## src/rtl/dc_tag_hit_detect.sv

```systemverilog
// dc_tag_hit_detect
// -----------------------------------------------------------------------------
// Data-cache tag lookup stage placed after the 4-way tag-bank read mux.
// Two-stage pipeline:
//   S1     : holds the accepted request (index, tag). The tag banks return
//            their data during this stage, and the compare is done here.
//   Output : registered hit / way / index result for the cache controller.
// Sustains one lookup per cycle when the consumer does not stall.
//
// Optional feature macro: DC_TAG_MULTIHIT_CHK_EN
//   defined   -> res_multihit port present; set when two or more ways match.
//   undefined -> port and popcount logic absent; way selection is unchanged.
//
// Ports
//   clk                 in   rising-edge clock
//   reset               in   synchronous active-high reset
//   req_valid           in   lookup request present
//   req_retry           out  request not accepted this cycle
//   req_index           in   set index        [IDX_W]
//   req_tag             in   tag to compare   [TAG_W]
//   rd_en               out  tag-bank read strobe (data returns next cycle)
//   rd_index            out  set index for the bank read [IDX_W]
//   bank0..3_tag        in   tag read from way 0..3 [TAG_W]
//   bank0..3_v          in   valid bit read from way 0..3
//   res_valid           out  result present
//   res_retry           in   consumer cannot take the result
//   res_hit             out  a valid way matched
//   res_way             out  matching way (lowest on multi-hit), 0 on miss
//   res_index           out  index of the lookup [IDX_W]
//   res_multihit        out  more than one way matched (macro builds only)
// -----------------------------------------------------------------------------
module dc_tag_hit_detect #(
  parameter int TAG_W = 18,
  parameter int IDX_W = 7
) (
  input  logic             clk,
  input  logic             reset,
  input  logic             req_valid,
  output logic             req_retry,
  input  logic [IDX_W-1:0] req_index,
  input  logic [TAG_W-1:0] req_tag,
  output logic             rd_en,
  output logic [IDX_W-1:0] rd_index,
  input  logic [TAG_W-1:0] bank0_tag,
  input  logic [TAG_W-1:0] bank1_tag,
  input  logic [TAG_W-1:0] bank2_tag,
  input  logic [TAG_W-1:0] bank3_tag,
  input  logic             bank0_v,
  input  logic             bank1_v,
  input  logic             bank2_v,
  input  logic             bank3_v,
  output logic             res_valid,
  input  logic             res_retry,
  output logic             res_hit,
  output logic [1:0]       res_way,
  output logic [IDX_W-1:0] res_index
`ifdef DC_TAG_MULTIHIT_CHK_EN
  ,
  output logic             res_multihit
`endif
);

  // Lowest-numbered matching way wins; 0 when nothing matches.
  function automatic logic [1:0] first_way(input logic [3:0] m);
    logic [1:0] w;
    w = 2'd0;
    for (int i = 3; i >= 0; i--) begin
      if (m[i]) w = 2'(i);
    end
    return w;
  endfunction

`ifdef DC_TAG_MULTIHIT_CHK_EN
  function automatic logic two_or_more(input logic [3:0] m);
    logic [2:0] cnt;
    cnt = 3'd0;
    for (int i = 0; i < 4; i++) begin
      cnt = cnt + {2'b00, m[i]};
    end
    return (cnt >= 3'd2);
  endfunction
`endif

  logic             s1_valid_q;
  logic [IDX_W-1:0] s1_index_q;
  logic [TAG_W-1:0] s1_tag_q;

  logic             res_valid_q;
  logic             res_hit_q;
  logic [1:0]       res_way_q;
  logic [IDX_W-1:0] res_index_q;

  logic             stall;
  logic             accept;
  logic             s1_load;
  logic [3:0]       match;
  logic             hit_d;
  logic [1:0]       way_d;

  assign stall     = res_valid_q & res_retry;
  assign req_retry = reset | (s1_valid_q & stall);
  assign accept    = req_valid & ~req_retry;
  // S1 may still take one request while the output is stalled, as long as
  // S1 itself is empty.
  assign s1_load   = ~stall | ~s1_valid_q;

  // The replay read keeps bank data valid in every cycle S1 is occupied while
  // stalled, so the compare below always sees this entry's set.
  assign rd_en     = ~reset & (accept | (s1_valid_q & stall));
  assign rd_index  = accept ? req_index : s1_index_q;

  assign match[0]  = bank0_v & (bank0_tag == s1_tag_q);
  assign match[1]  = bank1_v & (bank1_tag == s1_tag_q);
  assign match[2]  = bank2_v & (bank2_tag == s1_tag_q);
  assign match[3]  = bank3_v & (bank3_tag == s1_tag_q);
  assign hit_d     = |match;
  assign way_d     = first_way(match);

  // ---- S1: request capture ----
  always_ff @(posedge clk) begin
    if (reset) begin
      s1_valid_q <= 1'b0;
    end else if (s1_load) begin
      s1_valid_q <= accept;
    end
  end

  always_ff @(posedge clk) begin
    if (s1_load && accept) begin
      s1_index_q <= req_index;
      s1_tag_q   <= req_tag;
    end
  end

  // ---- Output: registered compare result ----
  always_ff @(posedge clk) begin
    if (reset) begin
      res_valid_q <= 1'b0;
      res_hit_q   <= 1'b0;
      res_way_q   <= 2'd0;
      res_index_q <= '0;
    end else if (!stall) begin
      res_valid_q <= s1_valid_q;
      res_hit_q   <= hit_d;
      res_way_q   <= way_d;
      res_index_q <= s1_index_q;
    end
  end

`ifdef DC_TAG_MULTIHIT_CHK_EN
  logic res_multihit_q;

  always_ff @(posedge clk) begin
    if (reset) begin
      res_multihit_q <= 1'b0;
    end else if (!stall) begin
      res_multihit_q <= two_or_more(match);
    end
  end

  assign res_multihit = res_multihit_q;
`endif

  assign res_valid = res_valid_q;
  assign res_hit   = res_hit_q;
  assign res_way   = res_way_q;
  assign res_index = res_index_q;

endmodule

```

## config.mk

```make
export PLATFORM = sky130hd
export DESIGN_NAME = dc_tag_hit_detect
export DESIGN_NICKNAME = d
export VERILOG_FILES = /design/src/rtl/dc_tag_hit_detect.sv
export SDC_FILE = /design/constraint.sdc
export NUM_CORES = 1
export LEC_CHECK = 0
export ABC_AREA = 0
export CORE_AREA = 2 2 84 86
export CTS_CLUSTER_DIAMETER = 40
export DETAILED_ROUTE_END_ITERATION = 12
export DIE_AREA = 0 0 86 88
export PLACE_DENSITY = 0.69
export REMOVE_ABC_BUFFERS = 1
export SYNTH_ARGS = -nofsm -noshare
export SYNTH_HDL_FRONTEND = slang
export SYNTH_SLANG_ARGS = --single-unit
```

## constraint.sdc

```tcl
create_clock -name clk -period 5.5 [get_ports clk]
set_input_delay 0.55 -clock clk [delete_from_list [all_inputs] [get_ports clk]]
set_output_delay 0.55 -clock clk [all_outputs]
set_load 0.02 [all_outputs]
```

Yosys cells after proc, flatten, opt, wreduce, memory -nomap -nowiden
Index checks and enable logic that the tools add are counted.
{"block": "totals", "out_inout_bits": 20, "wordCells": 33, "reg_bits": 37, "in_bits": 105}
{"block": "classes", "bitwise": 15, "n_reduce_logical": 2, "muxes": 5, "n_eq_ne": 4}
{"cell": "$eq 18x18->1", "n": 4}
{"cell": "$and 1x1->1", "n": 8}
{"cell": "$mux 2", "n": 4}
{"cell": "$mux 7", "n": 1}
{"cell": "$not 1->1", "n": 4}
{"cell": "$reduce_or 4->1", "n": 1}
{"cell": "$or 1x1->1", "n": 3}
{"cell": "$logic_and 1x1->1", "n": 1}

Logic depth before layout (Yosys ltp)
Gate-level depths: netlist of run 1.
{"block": "logic_depth", "ltp_word": 7, "depth_mapped": 6, "mapped_depth_nobuf": 6}

Worst setup path before layout of run 1
No wires, ideal clock.
{"block": "synth_timing", "path_type": "in2reg", "from": "in res_retry", "to": "reg s1_index_q[0] (enable)", "cell_stages": 4, "n_path_buf": 0, "slack_ns": 3.483, "required_ns": 5.120, "arrival_ns": 1.637, "setup_time_ns": 0.380, "cell_sequence": "and2_1 -> a21oi_1 -> nand2_1 -> inv_1"}
{"block": "synth_between", "elab_chain_cells": 6, "word_cells_on_any_way": 8, "cone_classes": "bitwise (7); reduce/logical (1)"}
{"element": "from (decl)", "line": "53", "text": "input logic res_retry,"}
{"element": "$and 1x1->1 *", "line": "100", "text": "assign stall = res_valid_q & res_retry;"}
{"element": "$and 1x1->1", "line": "101", "text": "assign req_retry = reset | (s1_valid_q & stall);"}
{"element": "$or 1x1->1", "line": "101"}
{"element": "$not 1->1", "line": "102", "text": "assign accept = req_valid & ~req_retry;"}
{"element": "$and 1x1->1", "line": "102"}
{"element": "$logic_and 1x1->1 *", "line": "129", "text": "if (s1_load && accept) begin"}
{"element": "to (signal assigned)", "line": "130", "text": "s1_index_q <= req_index;"}
{"element": "to (decl)", "line": "85", "text": "logic [IDX_W-1:0] s1_index_q;"}
Every way passes the cells marked *; elsewhere a longest branch is shown, timed or not.
A chain may end at the register's enable or synchronous reset.

Worst setup path in the final report of run 1
{"block": "layout_timing", "from": "in res_retry", "to": "out rd_index[6]"}
{"block": "layout_between", "elab_chain_cells": 6}
{"element": "$and 1x1->1", "line": "100"}
{"element": "$and 1x1->1", "line": "101"}
{"element": "$or 1x1->1", "line": "101"}
{"element": "$not 1->1", "line": "102"}
{"element": "$and 1x1->1", "line": "102"}
{"element": "$mux 7", "line": "110", "text": "assign rd_index = accept ? req_index : s1_index_q;"}
{"element": "to (decl)", "line": "43", "text": "output logic [IDX_W-1:0] rd_index,"}
No other way between the ends.

==> metrics.csv, run 1 <==
metric,value,unit
status,finished clean,
end_kind,primary output,
hpwl,5240,µm
start_kind,input port,
cp.arrival,2.83,ns
ant_nets,0,
syn_inst,190,
layout.cells.non_filler,399,
vias,1839,
clock_sinks,37,
r2r-end,s1_tag_q[13],
drtIter0Drc,76,
netlist_area,2080,µm²
ir_drop,0.125,mV
crit_required,4.95,ns
totalPowerFinal,673,µW
cp-endpoint,rd_index[6],
hold_viol_final,0,
syn2layout_area_growth,68.0,%
cts-resized-gates,0,
core_region_area,6640,µm²
n_antenna_cell,0,
vias_per_cell,4.61,
clock_path_buffers,2,
crit_fanout,13,
grt_pass1_wl,9520,µm
overflow,0,
io_buffer_count,124,
drive_gt1_frac,0.0470,
ys_ff_latch,37,
fin_nets,424,
setup_tns,0,ns
min_period,3.38,ns
synth-seq-area-share,0.476,
grt_pass1_vias,1837,
dieWidth,86,µm
r2r_setup_slack,3.18,ns
drv_slew,0,
worst_r2r_path_depth,4,
clkLatencyLatePin,0.28,ns
numCtsBuffers,5,
dieHeight,88,µm
grt_use_met3,0.0349,
initial_utilization,0.313,
layout_commonest_cell,clkdlybuf4s50_1,
grt_start_max_net_pins,26,
first_pass_iters,4,
drt_wl_total,6360,µm
p_leak,1.22,nW
path_clk_slew,0.07,ns
antenna_found_initial,0,
use_met2,0.301,
rsz0062_at_grt,false,
max_freq,296,MHz
worstReg2RegStart,res_valid,
cts_tree,built,
netlist-cell-type-count,22,
maxCapViolCount,0,
tightestPinTransition,0.994,ns
syn_avg_cell_area,11.0,µm²
drc,0,
top_usage_layer,met2,
yosysWarnings,0,
die-area,7570,µm²
skew,0.00431,ns
power.density,192,nW/µm²
layout_common_cells,"clkdlybuf4s50_1 (124), xnor2_1 (41), xor2_1 (31)",
grt_usage,0.170,
use_met1,0.207,
ios,125,
postCtsSetupBuffers,0,
gp_congestion,0.856,
htree_levels,2,
fp-row-count,30,
ctsHoldBuffers,0,
slew_headroom,0.336,
post-route-period-util,0.614,
setup_viol,0,
hp-class,register to register,
wire_per_inst,15.9,µm
dp.cells,392,
cts-root-buf,clkbuf_8,
critPathKind,input port to primary output,
startpoint,res_retry,
## cell usage after synthesis
master,n,area share
xnor2_1,41,0.17
xor2_1,31,0.13
edfxtp_1,25,0.36
nand2_1,18,0.032
a21oi_1,12,0.029
dfxtp_1,12,0.12
nand4_1,11,0.033
nor2_1,8,0.014
mux2_2,7,0.038
nor4_1,6,0.018
nor3_1,4,0.0096
nand3_1,3,0.0072
clkbuf_1,2,0.0036
inv_1,2,0.0036
a211oi_1,1,0.0036
a2bb2o_2,1,0.0054
and2_1,1,0.0030
nand2b_1,1,0.0030
nand3b_1,1,0.0036
nor3_4,1,0.0078
o21a_1,1,0.0036
o21ai_0,1,0.0024
## registers in the layout (all words and copies together) (netlist names)
signal	flops
s1_valid_q	1
s1_tag_q	18
res_valid	1
res_hit	1
res_index	7
res_way	2
s1_index_q	7
## area by class of cell
cell class | count | area, µm²
Multi-Input combinational cell | 149 | 1080
Tap cell | 80 | 100
Sequential cell | 37 | 991
Fill cell | 591 | 3150
Timing Repair Buffer | 124 | 1240
Inverter | 2 | 7.51
Clock inverter | 1 | 8.76
Clock buffer | 6 | 72.6
## cell families (layout without fill, tap and decap cells)
family / Yosys count / count (layout) / share of synthesized area
DFF: 37 / 37 / 0.476
and+or+nand+nor: 54 / 54 / 0.132
AOI/OAI and AO/OA: 16 / 16 / 0.0439
xor gates and xnor gates: 72 / 72 / 0.303
muxes: 7 / 7 / 0.0379
buffers and inverters: 4 / 133 / 0.00721
## routing by layer
metal / up-vias / part of all wire / wire length [µm]
met2: 79 / 0.50 / 3150
met5: - / 0 / 0
met1: 833 / 0.42 / 2690
li1: 921 / - / -
met4: 0 / 0.014 / 91
met3: 6 / 0.067 / 429
## worst min-delay path by stage
stage	cells after the start	to	slack, ns	from
floorplan	2	res_valid	0.46	s1_valid_q
global placement	2	res_index[3]	0.44	res_index[3]
detailed placement	2	res_way[0]	0.45	res_way[0]
CTS	2	res_index[2]	0.46	res_index[2]
global route	2	res_index[5]	0.47	res_index[5]
finish	2	res_index[2]	0.46	res_index[2]
## report_power, final
part	leakage, nW	internal [mW]	total, mW	switching (mW)
logic	0.848	0.110	0.167	0.0568
registers	0.334	0.311	0.325	0.0142
clock network	0.0412	0.0877	0.181	0.0931
## per-stage QoR
stage	hold WS (ns)	utilization	setup slack (ns)	cell area, µm²
2_1_floorplan	0.464	-	3.33	2070
3_3_place_gp	0.439	0.514	2.14	3420
3_5_place_dp	0.447	0.514	2.13	3420
4_1_cts	0.458	0.526	2.11	3500
5_1_grt	0.474	0.526	1.96	3500
6_report	0.455	0.526	2.12	3500
## critical path, stage by stage
cell	delay, ns
clkdlybuf4s50_1	0.47
and2_1	0.41
a21oi_1	0.16
nand2_1	0.31
mux2_2	0.38
clkdlybuf4s50_1	0.54
(Power assumes the default switching activity.)
==> run 2: changes to the inputs <==
Clock period 5.5 ns to 3.25 ns, I/O delays scaled along.
==> run 2 against run 1 <==
Power grew 70%. Via count shrank 0.11%. Die area is the same. Clock power grew 70%. Global-route usage grew 0.55 points. Critical endpoint is now rd_index[1]. Highest routed layer unchanged. Sequential share of layout area shrank 0.21 points. Worst hold slack gained 0.0021 ns. Register-to-register slack lost 1.7 ns.
==> metrics.csv, run 2 (same netlist as run 1, synthesis figures left out) <==
metric,value,unit
post_dp_cell_area,3440,µm²
top_register,s1_tag_q,
clock_sinks,37,
tightestPinTransition,0.345,ns
io_buffer_count,124,
intPower,868,µW
hp-class,register to register,
crit_fanout,8,
drt_wl_total,6590,µm
initial_utilization,0.313,
layout.cells.non_filler,403,
power_frac_seq,0.480,
p_sw,278,µW
slew_headroom,0.768,
ios,125,
hpwl,5410,µm
postCtsSetupBuffers,0,
swShare,0.243,
clock_path_buffers,2,
grt_usage,0.175,
layout_common_cells,"clkdlybuf4s50_1 (124), xnor2_1 (41), xor2_1 (31)",
overflow,0,
dieHeight,88,µm
crit_required,2.92,ns
core_region_area,6640,µm²
ant_nets,0,
power_frac_comb,0.251,
clkLatencyLatePin,0.28,ns
critPathKind,input port to primary output,
syn2layout_area_growth,69.2,%
antenna_found_initial,0,
max_freq,387,MHz
largest_register_ffs,18,
start_kind,input port,
vias_per_cell,4.56,
layout_commonest_cell,clkdlybuf4s50_1,
htree_levels,2,
ctsHoldBuffers,0,
dp.cells,395,
die-area,7570,µm²
skew,0.00769,ns
min_period,2.59,ns
gp_congestion,0.820,
grt_pass1_vias,2001,
rsz0062_at_grt,false,
hold_viol_final,0,
drc,0,
p_leak,1.24,nW
pwr-share-clk,0.269,
grt_pass1_wl,10100,µm
first_pass_iters,4,
path_clk_slew,0.07,ns
hold_ws,0.457,ns
cts-root-buf,clkbuf_8,
maxCapViolCount,0,
numCtsBuffers,5,
totalPowerFinal,1.15,mW
wire_per_inst,16.3,µm
grt_start_max_net_pins,23,
final_cell_area,3520,µm²
drive_gt1_frac,0.0557,
fin_nets,427,
vias,1837,
power.density,325,nW/µm²
drtIter0Drc,65,
end_kind,primary output,
cp.arrival,2.26,ns
n_antenna_cell,0,
fp-row-count,30,
dieWidth,86,µm
setup_tns,0,ns
ir_drop,0.257,mV
status,finished clean,
post-route-period-util,0.796,
cts-resized-gates,0,
setup_viol,0,
drv_slew,0,
cts_tree,built,
[run 2: cell count changes in the layout (fill, tap and decap cells not counted)]
cell / change
buf_4: +3
clkbuf_1: +1
[run 2: path summary, 6_finish.rpt]
| check | start | endpoint | slack, ns | cells past startpoint |
|---|---|---|---|---|
| worst max-delay path | res_retry | rd_index[1] | 0.66 | 6 |
| worst min-delay path | res_way[1] | res_way[1] | 0.46 | 2 |
| worst max register to register | s1_tag_q[6] | res_way[0] | 1.44 | 6 |
| worst min register to register | res_way[1] | res_way[1] | 0.46 | 2 |
[run 2: power by group through the flow]
stage	sequential (mW)	combinational (mW)	clock, mW
after CTS	0.550	0.291	0.322
after floorplan	0.560	0.100	0
final	0.550	0.288	0.308
after global routing	0.552	0.311	0.339
after detailed placement	0.561	0.289	0
after global placement	0.560	0.283	0
[run 2: cell type report]
| cell class | instances | area (µm²) |
|---|---|---|
| Clock buffer | 7 | 76.3 |
| Clock inverter | 1 | 8.76 |
| Fill cell | 600 | 3120 |
| Inverter | 2 | 7.51 |
| Multi-Input combinational cell | 149 | 1080 |
| Sequential cell | 37 | 991 |
| Tap cell | 80 | 100 |
| Timing Repair Buffer | 127 | 1260 |
[run 2: stage by stage]
step	utilization	setup WS, ns
2_1_floorplan	-	1.30
3_5_place_dp	0.518	0.638
5_1_grt	0.530	0.519
3_3_place_gp	0.518	0.696
4_1_cts	0.530	0.636
6_report	0.530	0.663
[run 2: worst max-delay path, stage by stage]
cell             delay, ns
clkdlybuf4s50_1       0.41
and2_1                0.17
a21oi_1               0.19
nand2_1               0.25
mux2_2                0.30
clkdlybuf4s50_1       0.61
[run 2: per-layer routing]
layer / wire length, µm / share of wire / vias to the layer above / track usage
met1: 2790 / 0.42 / 833 / 0.208
li1: - / - / 928 / -
met3: 406 / 0.062 / 8 / 0.0405
met2: 3280 / 0.50 / 68 / 0.316
met4: 117 / 0.018 / 0 / 0.0519
met5: 0 / 0 / - / 0
==> run 3: changes to the inputs <==
Clock period 3.25 ns to 2.7 ns, I/O delays scaled along.
==> run 3 against run 2 <==
Cell count rose by 0.25%. Utilization grew 0.53 points. Cell area grew 0.99%. Via count rose by 1.5%. Wire length is 1.5% lower. Clock skew fell by 0.0033 ns. Setup slack lost 0.47 ns. Largest cell class unchanged. Largest power group unchanged.
==> metrics.csv, run 3 (same netlist as run 1, synthesis figures left out) <==
metric,value,unit
numCtsBuffers,5,
drc,0,
drive_gt1_frac,0.0648,
cts-resized-gates,0,
first_pass_iters,4,
setup_viol,0,
syn2layout_area_growth,70.9,%
vias,1864,
gp_congestion,0.798,
grt_pass1_vias,1937,
drv_slew,0,
grt_pass1_wl,9940,µm
end_kind,primary output,
clock_path_buffers,2,
maxCapViolCount,0,
overflow,0,
fin_nets,428,
grt_start_max_net_pins,16,
n_antenna_cell,0,
hold_viol_final,0,
core_region_area,6640,µm²
layout_commonest_cell,clkdlybuf4s50_1,
hold_ws,0.452,ns
fp-row-count,30,
path_cells,clkdlybuf4s50_1 -> and2_1 -> a21oi_1 -> nand2_1 -> mux2_2 -> clkdlybuf4s50_1,
dp.cells,396,
ios,125,
antenna_found_initial,0,
cp.arrival,2.24,ns
ir_drop,0.204,mV
crit_fanout,8,
drt_wl_total,6490,µm
largest_register_ffs,18,
hp-class,register to register,
post-route-period-util,0.929,
dieHeight,88,µm
grt_usage,0.174,
postCtsSetupBuffers,0,
slew_headroom,0.745,
start_kind,input port,
final_util,0.536,
tightestPinTransition,0.380,ns
min_period,2.51,ns
skew,0.00436,ns
power.density,419,nW/µm²
max_freq,399,MHz
layout.cells.non_filler,404,
initial_utilization,0.313,
drtIter0Drc,92,
r2r_setup_slack,0.85,ns
ant_nets,0,
io_buffer_count,124,
worst_r2r_path_depth,6,
rsz0062_at_grt,false,
worstReg2RegStart,s1_tag_q[6],
setup_tns,0,ns
critPathKind,input port to primary output,
cts-root-buf,clkbuf_8,
clock_sinks,37,
layout_common_cells,"clkdlybuf4s50_1 (124), xnor2_1 (41), xor2_1 (31)",
vias_per_cell,4.61,
wire_per_inst,16.1,µm
die-area,7570,µm²
totalPowerFinal,1.49,mW
crit_required,2.43,ns
cts_tree,built,
dieWidth,86,µm
clkLatencyLatePin,0.29,ns
htree_levels,2,
ctsHoldBuffers,0,
critPathSlowestCell,clkdlybuf4s50_1,
top_register,s1_tag_q,
cp-endpoint,rd_index[5],
worst_path_largest_cell_delay,0.61,ns
path_clk_slew,0.08,ns
cpMostUsedCell,clkdlybuf4s50_1,
r2r-end,res_way[0],
p_leak,1.26,nW
hold_path_depth,2,
status,finished clean,
startpoint,res_retry,
hpwl,5350,µm
-- run 3: critical path: cells and delay by family --
kind / cells / cell delay, ns
buf+inv: 2 / 1.02
simple gates: 2 / 0.44
mux: 1 / 0.32
compound gates: 1 / 0.18
-- run 3: cell type report --
cell class                 instances  area [µm²]
timing repair buffer             128        1270
clock inverter                     3        43.8
tap                               80         100
fill                             592        3090
clock buffer                       5        68.8
sequential                        37         991
multi-input combinational        149        1080
inverter                           2        7.51
-- run 3: worst min path at each step --
| stage | startpoint | slack [ns] | to |
|---|---|---|---|
| 5_1_grt | res_index[5] | 0.48 | res_index[5] |
| 4_1_cts | res_index[6] | 0.46 | res_index[6] |
| 2_1_floorplan | reset | 0.34 | res_index[0] |
| 3_5_place_dp | res_index[3] | 0.44 | res_index[3] |
| 6_report | res_index[6] | 0.45 | res_index[6] |
| 3_3_place_gp | res_index[3] | 0.44 | res_index[3] |
-- run 3: per-layer routing --
layer | routed length [µm] | track usage
met3 | 366 | 0.0358
met2 | 3160 | 0.301
met5 | 0 | 0
met1 | 2830 | 0.216
met4 | 132 | 0.0620
-- run 3: power breakdown --
part	internal [mW]	switching, mW
sequential	0.632	0.0285
clock	0.277	0.209
combinational	0.229	0.117
total	1.14	0.355
-- run 3: stage by stage --
stage / setup WS, ns / instance area (µm²)
after global placement: 0.225 / 3450
after CTS: 0.157 / 3560
after global routing: 0.105 / 3560
after detailed placement: 0.162 / 3450
after floorplan: 0.746 / 2070
final: 0.191 / 3560
